`src/rtl/uart_pkg.sv`:
```
// Shared UART definitions: FSM state encoding, frame geometry and default bit timing.
package uart_pkg;

    typedef enum logic [1:0] {
        ST_IDLE  = 2'd0,
        ST_START = 2'd1,
        ST_DATA  = 2'd2,
        ST_STOP  = 2'd3
    } uart_state_t;

    localparam int DATA_BITS           = 8;
    localparam int FRAME_BITS          = 10;
    localparam int DEFAULT_CLK_PER_BIT = 100;

endpackage

```
`src/rtl/uart_tx_fifo.sv`:
```
// Small byte buffer for the UART transmitter: asynchronous-read array,
// power-of-two depth, wrapping pointers and an occupancy counter.
module uart_tx_fifo #(
    parameter int DEPTH = 4,
    parameter int WIDTH = 8
) (
    input  logic             clk,
    input  logic             rst,
    input  logic             push,
    input  logic [WIDTH-1:0] push_data,
    input  logic             pop,
    output logic [WIDTH-1:0] pop_data,
    output logic             full,
    output logic             empty
);

    localparam int PTR_W = $clog2(DEPTH);

    generate
        if (DEPTH < 2 || (DEPTH & (DEPTH - 1)) != 0) begin : g_bad_depth
            $error("uart_tx_fifo: DEPTH must be a power of two and at least 2");
        end
    endgenerate

    logic [WIDTH-1:0] mem [DEPTH];
    logic [PTR_W-1:0] wr_ptr;
    logic [PTR_W-1:0] rd_ptr;
    logic [PTR_W:0]   count;
    logic             do_push;
    logic             do_pop;

    // A push while full is dropped even if a pop happens on the same edge.
    assign do_push  = push && !full;
    assign do_pop   = pop && !empty;
    assign full     = (count == (PTR_W + 1)'(DEPTH));
    assign empty    = (count == '0);
    assign pop_data = mem[rd_ptr];

    // Storage array, written on accepted pushes only.
    always_ff @(posedge clk) begin
        if (do_push) begin
            mem[wr_ptr] <= push_data;
        end
    end

    // Pointers wrap naturally at the power-of-two depth; count tracks occupancy.
    always_ff @(posedge clk or posedge rst) begin
        if (rst) begin
            wr_ptr <= '0;
            rd_ptr <= '0;
            count  <= '0;
        end else begin
            if (do_push) begin
                wr_ptr <= wr_ptr + PTR_W'(1);
            end
            if (do_pop) begin
                rd_ptr <= rd_ptr + PTR_W'(1);
            end
            case ({do_push, do_pop})
                2'b10:   count <= count + (PTR_W + 1)'(1);
                2'b01:   count <= count - (PTR_W + 1)'(1);
                default: count <= count;
            endcase
        end
    end

endmodule

```
`src/rtl/uart_tx.sv`:
```
// 8N1 UART transmitter with a small input buffer. The line register follows
// the FSM state by one cycle, so every bit is still CLK_PER_BIT cycles wide.
module uart_tx
    import uart_pkg::*;
#(
    parameter int CLK_PER_BIT = DEFAULT_CLK_PER_BIT,
    parameter int FIFO_DEPTH  = 4
) (
    input  logic       clk,
    input  logic       rst,
    input  logic       in_valid,
    input  logic [7:0] in_data,
    output logic       in_ready,
    output logic       serial_line,
    output logic       busy
);

    localparam int CNT_W = $clog2(CLK_PER_BIT);
    localparam logic [CNT_W-1:0] CNT_LAST = CNT_W'(CLK_PER_BIT - 1);
    localparam logic [2:0]       IDX_LAST = 3'(DATA_BITS - 1);

    generate
        if (CLK_PER_BIT < 2) begin : g_bad_cpb
            $error("uart_tx: CLK_PER_BIT must be at least 2");
        end
    endgenerate

    uart_state_t      state;
    logic [CNT_W-1:0] bit_cnt;
    logic [2:0]       bit_idx;
    logic [7:0]       shift;
    logic             fifo_full;
    logic             fifo_empty;
    logic             fifo_pop;
    logic [7:0]       fifo_data;
    logic             bit_done;

    assign in_ready = !fifo_full;
    assign bit_done = (bit_cnt == CNT_LAST);

    // Pop when leaving IDLE, or at the end of a stop bit for back-to-back frames.
    assign fifo_pop = !fifo_empty &&
                      ((state == ST_IDLE) || (state == ST_STOP && bit_done));

    uart_tx_fifo #(
        .DEPTH (FIFO_DEPTH),
        .WIDTH (8)
    ) u_fifo (
        .clk       (clk),
        .rst       (rst),
        .push      (in_valid),
        .push_data (in_data),
        .pop       (fifo_pop),
        .pop_data  (fifo_data),
        .full      (fifo_full),
        .empty     (fifo_empty)
    );

    // Frame sequencer: bit timing, data shifting and the registered line/busy outputs.
    always_ff @(posedge clk or posedge rst) begin
        if (rst) begin
            state       <= ST_IDLE;
            bit_cnt     <= '0;
            bit_idx     <= '0;
            shift       <= '0;
            serial_line <= 1'b1;
            busy        <= 1'b0;
        end else begin
            case (state)
                ST_START: serial_line <= 1'b0;
                ST_DATA:  serial_line <= shift[0];
                default:  serial_line <= 1'b1;
            endcase

            busy <= (state != ST_IDLE) || !fifo_empty;

            case (state)
                ST_IDLE: begin
                    if (!fifo_empty) begin
                        state   <= ST_START;
                        shift   <= fifo_data;
                        bit_cnt <= '0;
                    end
                end
                ST_START: begin
                    if (bit_done) begin
                        state   <= ST_DATA;
                        bit_cnt <= '0;
                        bit_idx <= '0;
                    end else begin
                        bit_cnt <= bit_cnt + CNT_W'(1);
                    end
                end
                ST_DATA: begin
                    if (bit_done) begin
                        bit_cnt <= '0;
                        if (bit_idx == IDX_LAST) begin
                            state <= ST_STOP;
                        end else begin
                            bit_idx <= bit_idx + 3'd1;
                            shift   <= {1'b0, shift[7:1]};
                        end
                    end else begin
                        bit_cnt <= bit_cnt + CNT_W'(1);
                    end
                end
                ST_STOP: begin
                    if (bit_done) begin
                        bit_cnt <= '0;
                        if (!fifo_empty) begin
                            state <= ST_START;
                            shift <= fifo_data;
                        end else begin
                            state <= ST_IDLE;
                        end
                    end else begin
                        bit_cnt <= bit_cnt + CNT_W'(1);
                    end
                end
                default: state <= ST_IDLE;
            endcase
        end
    end

endmodule

```
`config.mk`:
```
export PLATFORM = sky130hd
export DESIGN_NAME = uart_tx
export DESIGN_NICKNAME = d
export VERILOG_FILES = /design/src/rtl/uart_pkg.sv /design/src/rtl/uart_tx_fifo.sv /design/src/rtl/uart_tx.sv
export SDC_FILE = /design/constraint.sdc
export NUM_CORES = 1
export LEC_CHECK = 0
export BUFFER_PORTS_ARGS = -buffer_cell sky130_fd_sc_hd__buf_2
export CORE_MARGIN = 5
export CORE_UTILIZATION = 35
export CTS_CLUSTER_SIZE = 12
export DETAILED_ROUTE_END_ITERATION = 16
export PLACE_DENSITY = 0.58
export RECOVER_POWER = 50
export SYNTH_ARGS = -nofsm -noshare
export SYNTH_HDL_FRONTEND = slang
export SYNTH_SLANG_ARGS = --single-unit
```
`constraint.sdc`:
```
create_clock -name clk -period 6.4 [get_ports clk]
set_input_delay 0.96 -clock clk [delete_from_list [all_inputs] [get_ports clk]]
set_output_delay 0.96 -clock clk [all_outputs]
set_load 0.005 [all_outputs]
```
==> impl_table.tex <==
\begin{tabular}{lr}
\hline
Metric & Value \\
\hline
\multicolumn{2}{l}{\textbf{Routing}} \\
\quad Count of routing violations after the opening detailed-route iteration & 42 \\
\quad Number of iterations in the first detailed-routing pass & 4 \\
\quad Remaining routing DRC violations & 0 \\
\quad Count of antenna-violating nets left after detailed routing & 0 \\
\quad Final routed wirelength across all metal layers & 4650 µm \\
\quad Via count of the routed design & 1539 \\
\quad Post-detailed-route via-to-cell ratio & 4.81 \\
\quad Routed wire per std cell & 14.5 µm \\
\multicolumn{2}{l}{\textbf{Placed design}} \\
\quad Gpl congestion & 0.806 \\
\quad HPWL reported at the end of detailed placement & 3150 µm \\
\quad Port buffer count & 13 \\
\multicolumn{2}{l}{\textbf{Die}} \\
\quad Std cell rows & 33 \\
\quad Top-Level Pins & 14 \\
\quad Die span in x & 100 µm \\
\quad Die Ht & 100 µm \\
\quad DIE AREA & 10000 µm² \\
\quad Core Footprint & 8090 µm² \\
\quad Initial core utilization & 0.352 \\
\multicolumn{2}{l}{\textbf{Cells and area}} \\
\quad Layout area overhead & 12.3\% \\
\quad Most frequent standard cell in the layout excluding fill and tap cells & edfxtp\_1 \\
\quad Net count reported at finish & 235 \\
\quad Area of all sequential standard cells & 1690 µm² \\
\quad Fraction of final layout cells with drive strength greater than 1 & 0.219 \\
\quad Number of antenna repair diodes & 0 \\
\quad Fillcell total & 774 \\
\quad Leading cell types in the layout, fill and taps excluded & edfxtp\_1, dfrtp\_1, ha\_1 \\
\quad Combined area of the multi-input logic cells & 1070 µm² \\
\multicolumn{2}{l}{\textbf{Setup path}} \\
\quad Delay of the slowest critical-path stage & 580 ps \\
\quad Element type at the critical path end & flop \\
\quad Register-to-register path setup slack & 3550 ps \\
\quad Crit path kind & reg -> reg \\
\quad Maximum fanout count along the critical path & 9 \\
\quad Chain of cells forming the critical path & ha\_1, nor2b\_1, a31oi\_1, nor2\_1, ha\_1, inv\_1, fa\_1, xor2\_1, nor2\_1, xor2\_1 \\
\quad Reg2reg path depth & 10 \\
\quad Cell with the largest stage delay on the worst path & nor2b\_1 \\
\quad Critical R2R Launch & bit\_cnt[0] \\
\quad Data arrival time of the critical path & 3110 ps \\
\quad Worst setup SP type & flop \\
\quad Critical path buffer and inverter count & 1 \\
\quad Req. time, crit path & 6660 ps \\
\quad End of the worst register-to-register path & u\_fifo.count[2] \\
\quad Kind of cell adding the most delay to the critical path & simple AND/OR/NAND/NOR gates \\
\multicolumn{2}{l}{\textbf{Clock network}} \\
\quad Number of clock buffers inserted by TritonCTS & 9 \\
\quad Hold Buf Count CTS & 0 \\
\quad Post-CTS Setup Inserts & 0 \\
\quad H-tree lvl count & 3 \\
\quad Clock tree from TritonCTS & done \\
\quad Root buffer cell & clkbuf\_8 \\
\quad Largest buffer count on any clock path & 2 \\
\quad Clock tree sinks & 61 \\
\quad PostCTS Resize Cnt & 0 \\
\quad Clock network latency to the later pin of the worst-skew pair & 340 ps \\
\quad Clock transition at the register clock pins on the worst setup and hold paths after CTS & 80 ps \\
\multicolumn{2}{l}{\textbf{GRT}} \\
\quad Maximum number of pins on one net before global-route repair & 30 \\
\quad Gr ovfl total & 0 \\
\quad Wire length of the first global-routing pass & 7870 µm \\
\quad All-Layer GR Usage & 0.102 \\
\quad Number of antenna violations at the first check in global routing & 0 \\
\quad Via count of the first global-routing pass & 1588 \\
\multicolumn{2}{l}{\textbf{STA}} \\
\quad Max Freq & 351 MHz \\
\quad Tightest slew margin relative to the limit & -0.0653 \\
\quad Worst hold margin & 482 ps \\
\quad Setup tns final & 0 ps \\
\quad Period utilization & 0.445 \\
\quad Clock period minus final worst setup slack & 2850 ps \\
\quad Worst slew pin tran & 1600 ps \\
\quad Max Slew Vio Count & 30 \\
\quad Hold violation count in the final report & 0 \\
\quad Unrepaired setup endpoints after global routing & false \\
\quad Final setup violation count & 0 \\
\quad Post-route clock skew & 13.1 ps \\
\multicolumn{2}{l}{\textbf{Synthesis}} \\
\quad Syn\_nets & 216 \\
\quad Number of synthesized register bits & 61 \\
\quad Post-synthesis sequential area ratio & 0.592 \\
\quad Post-synthesis instance area & 2850 µm² \\
\quad Number of distinct library cell variants in the gate-level netlist after synthesis & 44 \\
\quad Number of synthesized flops with an enable pin & 32 \\
\quad Avg Cell Area, Syn & 14.9 µm² \\
\quad Syn Inst Count & 191 \\
\quad Post-synth top flop & edfxtp\_1 \\
\quad Async set-reset flop share out of synthesis & 0.475 \\
\quad Yosys warns & 0 \\
\multicolumn{2}{l}{\textbf{Min path}} \\
\quad Worst hold path type & reg -> reg \\
\quad Worst Hold Path Cells & 1 \\
\quad Hold Path Origin & bit\_cnt[6] \\
\quad Endpoint, Worst Hold & bit\_cnt[6] \\
\multicolumn{2}{l}{\textbf{Job}} \\
\quad Number of maximum-capacitance constraint violations & 1 \\
\multicolumn{2}{l}{\textbf{Power and ir drop}} \\
\quad Cell area power density & 306 nW/µm² \\
\quad Internal power & 0.714 mW \\
\quad Switching part of the total & 0.272 \\
\quad Combinational cell fraction of total power & 0.132 \\
\quad Net switching component of the power & 0.266 mW \\
\quad Part of the total power dissipated in the clock network & 0.360 \\
\quad Maximum vdd drop & 0.168 mV \\
\quad Proportion of power drawn by flip-flops and latches & 0.508 \\
\quad Leakage component of the power & 1.29 nW \\
\multicolumn{2}{l}{\textbf{Run status}} \\
\quad Violated checks & capacitance limit, slew limit \\
\quad Result of the run & complete, but fails checks \\
\hline
\end{tabular}
## Yosys cell counts (2+ instances only)
cell type / n / area share
clkbuf_1: 2 / 0.0026
nor3_1: 2 / 0.0035
mux4_1: 3 / 0.028
dfrtp_1: 28 / 0.25
buf_6: 2 / 0.0079
nor2_1: 6 / 0.0079
a21oi_1: 3 / 0.0053
nand2_1: 7 / 0.0092
o21ai_0: 6 / 0.011
and2_1: 2 / 0.0044
xnor2_1: 2 / 0.0061
inv_1: 12 / 0.016
mux4_2: 5 / 0.040
a22o_1: 6 / 0.018
mux2_2: 8 / 0.032
xor2_1: 5 / 0.015
a41oi_1: 2 / 0.0061
mux2_4: 6 / 0.032
edfxtp_1: 32 / 0.34
nand3_1: 6 / 0.011
and3_1: 4 / 0.0088
a31oi_1: 4 / 0.0088
a211oi_1: 2 / 0.0053
mux2i_1: 4 / 0.014
ha_1: 13 / 0.057
## worst register-to-register path: stages, from the launching register on
cell     delay (ps)
dfrtp_1         410
ha_1            230
nor2b_1         590
a31oi_1         250
nor2_1          220
ha_1            220
inv_1            70
fa_1            370
xor2_1          150
nor2_1          100
xor2_1          160
## through the flow
step / setup WS (ps) / cells / power, mW / utilization / cell area (µm²)
global route: 3300 / 320 / 1.03 / 0.395 / 3200
global placement: 3690 / 304 / 0.634 / 0.372 / 3010
floorplan: 4190 / 191 / 0.596 / - / 2850
CTS: 3540 / 320 / 0.998 / 0.397 / 3210
detailed placement: 3570 / 304 / 0.643 / 0.372 / 3010
finish: 3550 / 320 / 0.981 / 0.395 / 3200
## registers in the layout, indices dropped and copies added (netlist names)
signal and count:
u_fifo.mem 32, shift 8, bit_cnt 7, bit_idx 3, u_fifo.count 3, state 2, u_fifo.rd_ptr 2, u_fifo.wr_ptr 2
busy 1, serial_line 1
## power by group through the flow
stage                     clock network (mW)  logic, mW  registers [mW]
after floorplan                            0     0.0956           0.500
after global placement                     0      0.128           0.506
after detailed placement                   0      0.135           0.507
after CTS                              0.363      0.136           0.499
after global routing                   0.380      0.147           0.504
final                                  0.353      0.129           0.498
## layer usage
metal	part of all wire	track usage
met1	0.46	0.127
met2	0.48	0.160
met3	0.043	0.0382
met4	0.019	0.0435
met5	0	0
## worst max path at each step
stage,start,endpoint,slack (ps),cells after the start
finish,bit_cnt[0],u_fifo.count[2],3550,10
global route,bit_cnt[0],u_fifo.count[2],3300,10
CTS,bit_cnt[0],u_fifo.count[2],3540,10
detailed placement,bit_cnt[0],u_fifo.count[2],3570,10
global placement,bit_cnt[0],u_fifo.count[2],3690,10
floorplan,bit_cnt[0],u_fifo.count[2],4190,11
## cells by family after synthesis
logic type | synth area share
DFF | 0.592
and+or+nand+nor | 0.0659
AOI/OAI and AO/OA | 0.0812
muxes | 0.144
buffers and inverters | 0.0307
adders and majority gates | 0.0641
xor gates and xnor gates | 0.0215
## cell type report
class,instances,share of cell area
tap,105,0.0410
sequential,61,0.527
multi-input combinational,112,0.336
clock inverter,7,0.0246
timing repair buffer,14,0.0184
clock buffer,9,0.0387
inverter,12,0.0141
Power figures use the tool's default switching activity.
